===== src/rtl/sisc_sequencer.sv =====
// rtl/sisc_sequencer.sv - multi-cycle fetch/decode/execute/memory/writeback sequencer for SISC
//
// Purpose:
//   Explicit state machine that replaces the single-pass control decode of the
//   SISC processor. Drives register file, ALU, status register, writeback mux,
//   program counter and instruction register, and evaluates branch conditions
//   against the status flags.
//
// Ports:
//   clk       in   system clock, rising edge
//   rst_f     in   asynchronous active-high reset
//   opcode    in   ir[31:28]
//   mm        in   ir[27:24], ALU function or branch condition mask
//   stat      in   status flags {C,N,V,Z}
//   mem_rdy   in   memory access complete (FETCH and MEM only)
//   mem_req   out  memory access request
//   dm_we     out  data-memory write (STR in MEM)
//   ir_load   out  load instruction register
//   pc_write  out  update program counter
//   pc_sel    out  PC source: 00 +1, 01 absolute imm, 10 PC+imm
//   pc_rst    out  clear program counter
//   rf_we     out  register-file write enable
//   wb_sel    out  writeback source: 0 ALU, 1 memory
//   alu_op    out  0000 idle, 0001 reg-reg, 0010 reg-imm, 0100 address
//   stat_en   out  per-flag status write enable
//   halted    out  high in HALT
//   state     out  current state code
//
// Configuration macro: SISC_MEM_WAIT_EN
//   defined   - FETCH and MEM wait for mem_rdy
//   undefined - mem_rdy ignored; FETCH and MEM last exactly one cycle

module sisc_sequencer (
    input  logic       clk,
    input  logic       rst_f,
    input  logic [3:0] opcode,
    input  logic [3:0] mm,
    input  logic [3:0] stat,
    input  logic       mem_rdy,
    output logic       mem_req,
    output logic       dm_we,
    output logic       ir_load,
    output logic       pc_write,
    output logic [1:0] pc_sel,
    output logic       pc_rst,
    output logic       rf_we,
    output logic       wb_sel,
    output logic [3:0] alu_op,
    output logic [3:0] stat_en,
    output logic       halted,
    output logic [2:0] state
);

    localparam logic [2:0] S_START     = 3'd0;
    localparam logic [2:0] S_FETCH     = 3'd1;
    localparam logic [2:0] S_DECODE    = 3'd2;
    localparam logic [2:0] S_EXECUTE   = 3'd3;
    localparam logic [2:0] S_MEM       = 3'd4;
    localparam logic [2:0] S_WRITEBACK = 3'd5;
    localparam logic [2:0] S_HALT      = 3'd7;

    localparam logic [3:0] OP_ALU_REG = 4'h1;
    localparam logic [3:0] OP_ALU_IMM = 4'h2;
    localparam logic [3:0] OP_BRA     = 4'h4;
    localparam logic [3:0] OP_BRR     = 4'h5;
    localparam logic [3:0] OP_LOD     = 4'h8;
    localparam logic [3:0] OP_STR     = 4'h9;
    localparam logic [3:0] OP_HLT     = 4'hF;

    localparam logic [3:0] ALU_IDLE = 4'b0000;
    localparam logic [3:0] ALU_REG  = 4'b0001;
    localparam logic [3:0] ALU_IMM  = 4'b0010;
    localparam logic [3:0] ALU_ADDR = 4'b0100;

    localparam logic [1:0] PC_INC = 2'b00;
    localparam logic [1:0] PC_ABS = 2'b01;
    localparam logic [1:0] PC_REL = 2'b10;

    logic [2:0] state_q;
    logic [2:0] state_d;
    logic       mem_done;
    logic       branch_taken;

`ifdef SISC_MEM_WAIT_EN
    assign mem_done = mem_rdy;
`else
    // Memory is treated as single-cycle; the handshake input is kept only so
    // the port list matches the wait-state build.
    logic unused_mem_rdy;
    assign unused_mem_rdy = mem_rdy;
    assign mem_done       = 1'b1;
`endif

    // An empty mask means "always"; otherwise any selected flag set takes it.
    assign branch_taken = (mm == 4'b0000) || ((stat & mm) != 4'b0000);

    always_ff @(posedge clk or posedge rst_f) begin
        if (rst_f) begin
            state_q <= S_START;
        end else begin
            state_q <= state_d;
        end
    end

    assign state = state_q;

    always_comb begin
        state_d  = state_q;
        mem_req  = 1'b0;
        dm_we    = 1'b0;
        ir_load  = 1'b0;
        pc_write = 1'b0;
        pc_sel   = PC_INC;
        pc_rst   = 1'b0;
        rf_we    = 1'b0;
        wb_sel   = 1'b0;
        alu_op   = ALU_IDLE;
        stat_en  = 4'b0000;
        halted   = 1'b0;

        case (state_q)
            S_START: begin
                pc_rst  = 1'b1;
                state_d = S_FETCH;
            end

            S_FETCH: begin
                mem_req = 1'b1;
                if (mem_done) begin
                    ir_load  = 1'b1;
                    pc_write = 1'b1;
                    pc_sel   = PC_INC;
                    state_d  = S_DECODE;
                end
            end

            S_DECODE: begin
                state_d = (opcode == OP_HLT) ? S_HALT : S_EXECUTE;
            end

            S_EXECUTE: begin
                case (opcode)
                    OP_ALU_REG: begin
                        alu_op  = ALU_REG;
                        stat_en = 4'b1111;
                        state_d = S_WRITEBACK;
                    end
                    OP_ALU_IMM: begin
                        alu_op  = ALU_IMM;
                        stat_en = 4'b1111;
                        state_d = S_WRITEBACK;
                    end
                    OP_LOD, OP_STR: begin
                        alu_op  = ALU_ADDR;
                        state_d = S_MEM;
                    end
                    OP_BRA, OP_BRR: begin
                        if (branch_taken) begin
                            pc_write = 1'b1;
                            pc_sel   = (opcode == OP_BRA) ? PC_ABS : PC_REL;
                        end
                        state_d = S_FETCH;
                    end
                    default: begin
                        state_d = S_FETCH;
                    end
                endcase
            end

            S_MEM: begin
                // Address must stay on the ALU output for the whole access.
                mem_req = 1'b1;
                alu_op  = ALU_ADDR;
                dm_we   = (opcode == OP_STR);
                if (mem_done) begin
                    state_d = (opcode == OP_LOD) ? S_WRITEBACK : S_FETCH;
                end
            end

            S_WRITEBACK: begin
                rf_we  = 1'b1;
                wb_sel = (opcode == OP_LOD);
                if (opcode == OP_ALU_REG) begin
                    alu_op = ALU_REG;
                end else if (opcode == OP_ALU_IMM) begin
                    alu_op = ALU_IMM;
                end
                state_d = S_FETCH;
            end

            S_HALT: begin
                halted = 1'b1;
            end

            default: begin
                state_d = S_START;
            end
        endcase

        // While reset is high the decode must look like START even before the
        // state register settles, so no write enable can leak in that cycle.
        if (rst_f) begin
            mem_req  = 1'b0;
            dm_we    = 1'b0;
            ir_load  = 1'b0;
            pc_write = 1'b0;
            pc_sel   = PC_INC;
            pc_rst   = 1'b1;
            rf_we    = 1'b0;
            wb_sel   = 1'b0;
            alu_op   = ALU_IDLE;
            stat_en  = 4'b0000;
            halted   = 1'b0;
        end
    end

endmodule


===== config.mk =====
export PLATFORM = sky130hd
export DESIGN_NAME = sisc_sequencer
export DESIGN_NICKNAME = d
export VERILOG_FILES = /design/src/rtl/sisc_sequencer.sv
export SDC_FILE = /design/constraint.sdc
export NUM_CORES = 1
export LEC_CHECK = 0
export CAP_MARGIN = 30
export CORE_AREA = 2 2 39 41
export CTS_CLUSTER_SIZE = 25
export DETAILED_ROUTE_END_ITERATION = 16
export DIE_AREA = 0 0 41 43
export PLACE_DENSITY_LB_ADDON = 0.12
export SYNTH_ARGS = -nofsm -noshare
export SYNTH_HDL_FRONTEND = slang
export SYNTH_SLANG_ARGS = --single-unit

===== constraint.sdc =====
create_clock -name clk -period 4 [get_ports clk]
set_input_delay 0.8 -clock clk [delete_from_list [all_inputs] [get_ports clk]]
set_output_delay 0.8 -clock clk [all_outputs]
set_load 0.03 [all_outputs]

==> flow_summary.json, run 1 <==
{
  "syn_to_final_growth_pct": 77.13,
  "maxSlewViolCount": 0,
  "cts_buffer_depth": 2,
  "met2_usage_pct": 28.44,
  "status": "completed",
  "nFillCells": 150,
  "arrival_ns": 2.94,
  "endpoint": "stat_en[2]",
  "comb_power_share_pct": 61.4,
  "p_leak_nw": 0.2654,
  "grt_max_degree": 16,
  "synth_edf_count": 0,
  "syn_nets": 74,
  "diodes": 0,
  "port_buffers": 33,
  "drive_above_1_share_pct": 5.618,
  "core_area_um2": 1384,
  "endpoint_kind": "output pin",
  "rsz0062_at_grt": "no",
  "postRouteAntennaNets": 0,
  "htreeDepth": 1,
  "gp_congestion": 0.7790,
  "p_seq_share_pct": 24.2,
  "synth_top_area_cell": "dfrtp_1",
  "switching_share_pct": 50.61,
  "p_clk_share_pct": 14.4,
  "vias": 545,
  "seq_area_frac_synth_pct": 17.60,
  "final_common_cell": "clkdlybuf4s50_1",
  "fp.dieW_um": 41,
  "fmax_ghz": 0.2673,
  "grt_first_pass_wirelength_um": 2332,
  "route.detailed.drc": 0,
  "largest_reg_flops": 3,
  "cts_setup_buffers": 0,
  "synthTopCellsByArea": "dfrtp_1 (18%), buf_4 (8.8%), xnor2_1 (6.2%), nor3_1 (5.9%), nor2_1 (5.3%)",
  "final_nets": 105,
  "cap_viol_max_count": 0,
  "irDropWorstVdd_mv": 0.4035,
  "globalRouteOverflowTotal": 0,
  "clock-sinks": 3,
  "insertion_delay_ns": 0.23,
  "ctsResizeCount": 0,
  "required_ns": 3.20,
  "worst_slack_ns": 0.2587,
  "synth_area_um2": 426.7,
  "skew_ns": 0.0006852,
  "rr_endpoint": "state[2]",
  "die_area_um2": 1763,
  "yosysTopAreaCellShare_pct": 17.60,
  "layout_min_cycle_time_ns": 3.741,
  "async_flop_share_pct": 100.0,
  "setup_viol": 0,
  "drt-vias-per-instance": 5.190,
  "rows": 14,
  "critPathLaunch": "opcode[2]",
  "clk_pin_slew_ns": 0.04,
  "rr_startpoint": "state[0]",
  "start_util_pct": 30.83,
  "hp-class": "register to register",
  "r2r_setup_slack_ns": 2.51,
  "regArea_um2": 75.07,
  "timing.setup.tns_ns": 0,
  "synth_warnings": 0,
  "grt_pass1_vias": 536,
  "final_cell_mix": "clkdlybuf4s50_1 (33), nor2_1 (6), nor3_1 (5), nand2_1 (4)",
  "ys.flop_type": "dfrtp_1",
  "start_kind": "input port",
  "finalHoldViolCount": 0,
  "internal_power_uw": 185.7,
  "postCtsHoldBufs": 0,
  "yosys.cell_types.count": 26,
  "routedWlPerCell_um": 12.93,
  "cts_tree": "done",
  "crit_type": "input port to output pin",
  "first_pass_iters": 4,
  "use_met3_pct": 5.236,
  "ys_seq_elements": 3,
  "fp.dieH_um": 43,
  "ios": 36,
  "numCtsBuffers": 3,
  "post-dp-hpwl_um": 1034,
  "switching_power_uw": 190.4,
  "use_met1_pct": 25.24,
  "rr_worst_depth": 3,
  "top_usage_layer": "met2",
  "synth.avg_cell_area_um2": 7.232,
  "place_area_um2": 729.5,
  "grt_usage_pct": 18.61,
  "dp_slack_ns": 0.2422,
  "wirelength_um": 1358,
  "drt_iter0_drc": 10,
  "cts-root-buf": "clkbuf_4",
  "antenna_found_initial": 0,
  "p_per_area_nw_per_um2": 497.7,
  "fin_area_um2": 755.7,
  "critical_path_peak_fanout": 7,
  "netlist_instances": 59,
  "multiInputGateArea_um2": 296.5,
  "fin_crit_sh_pct": 93.53
}
==> how the worst min path moves through the flow <==
stage,cells past startpoint,from,endpoint
global route,2,state[1],state[1]
floorplan,1,rst_f,state[0]
detailed placement,2,state[1],state[1]
finish,2,state[1],state[1]
global placement,2,state[1],state[1]
CTS,2,state[1],state[1]
==> cell usage after synthesis (3+ instances only) <==
cell type  number
nand3_1         3
o31ai_1         3
dfrtp_1         3
buf_4           5
xnor2_1         3
nand2_1         4
nor3_1          5
nor2_1          6
==> critical path, cell delays in order <==
cell and delay [ns]:
clkdlybuf4s50_1 0.53, or4_1 0.57, nor3_1 0.30, clkdlybuf4s50_1 0.74
==> power groups by stage <==
stage | Clock, mW | Combinational [mW] | Sequential [mW]
floorplan | 0 | 0.156 | 0.0828
global placement | 0 | 0.231 | 0.0919
global route | 0.0594 | 0.248 | 0.0962
finish | 0.0540 | 0.231 | 0.0912
CTS | 0.0558 | 0.233 | 0.0912
detailed placement | 0 | 0.232 | 0.0916
==> final cells by class <==
cell class	instances	share of cell area (%)
clock buffer	4	3.477
inverter	2	0.9934
tap	16	2.649
sequential	3	9.934
multi-input combinational	47	39.24
timing repair buffer	33	43.71
==> kinds of logic (layout without fill, tap and decap cells) <==
kind of cell / Yosys count / count (layout) / synth area share [%]
and+or+nand+nor: 32 / 32 / 45.45
AOI/OAI and AO/OA: 11 / 11 / 17.01
buffers and inverters: 9 / 39 / 12.90
xor gates and xnor gates: 3 / 3 / 6.159
DFF: 3 / 3 / 17.59
other: 1 / 1 / 0.8789
==> through the flow <==
stage	util, %	hold slack (ns)	cells	power, mW
after detailed placement	52.71	0.7273	101	0.3237
after global placement	52.71	0.7256	101	0.3230
final	54.61	0.7273	105	0.3761
after CTS	54.61	0.7346	105	0.3800
after floorplan	-	0.5787	59	0.2388
after global routing	54.61	0.7892	105	0.4041
==> routing by layer <==
metal | vias up | share of wire [%]
li1 | 278 | -
met1 | 248 | 45
met2 | 19 | 48
met3 | 0 | 6.3
met4 | 0 | 0
met5 | - | 0
No activity file was read; power rests on OpenSTA's default activity.
==> run 2, diff against run 1 <==
--- a/config.mk
+++ b/config.mk
@@ -10,6 +10,7 @@
 export CTS_CLUSTER_SIZE = 25
 export DETAILED_ROUTE_END_ITERATION = 16
 export DIE_AREA = 0 0 41 43
+export GPL_ROUTABILITY_DRIVEN = 0
 export PLACE_DENSITY_LB_ADDON = 0.12
 export SYNTH_ARGS = -nofsm -noshare
 export SYNTH_HDL_FRONTEND = slang
==> results of run 2 <==
No change in the layout: final DEF, timing and power equal those of run 1.
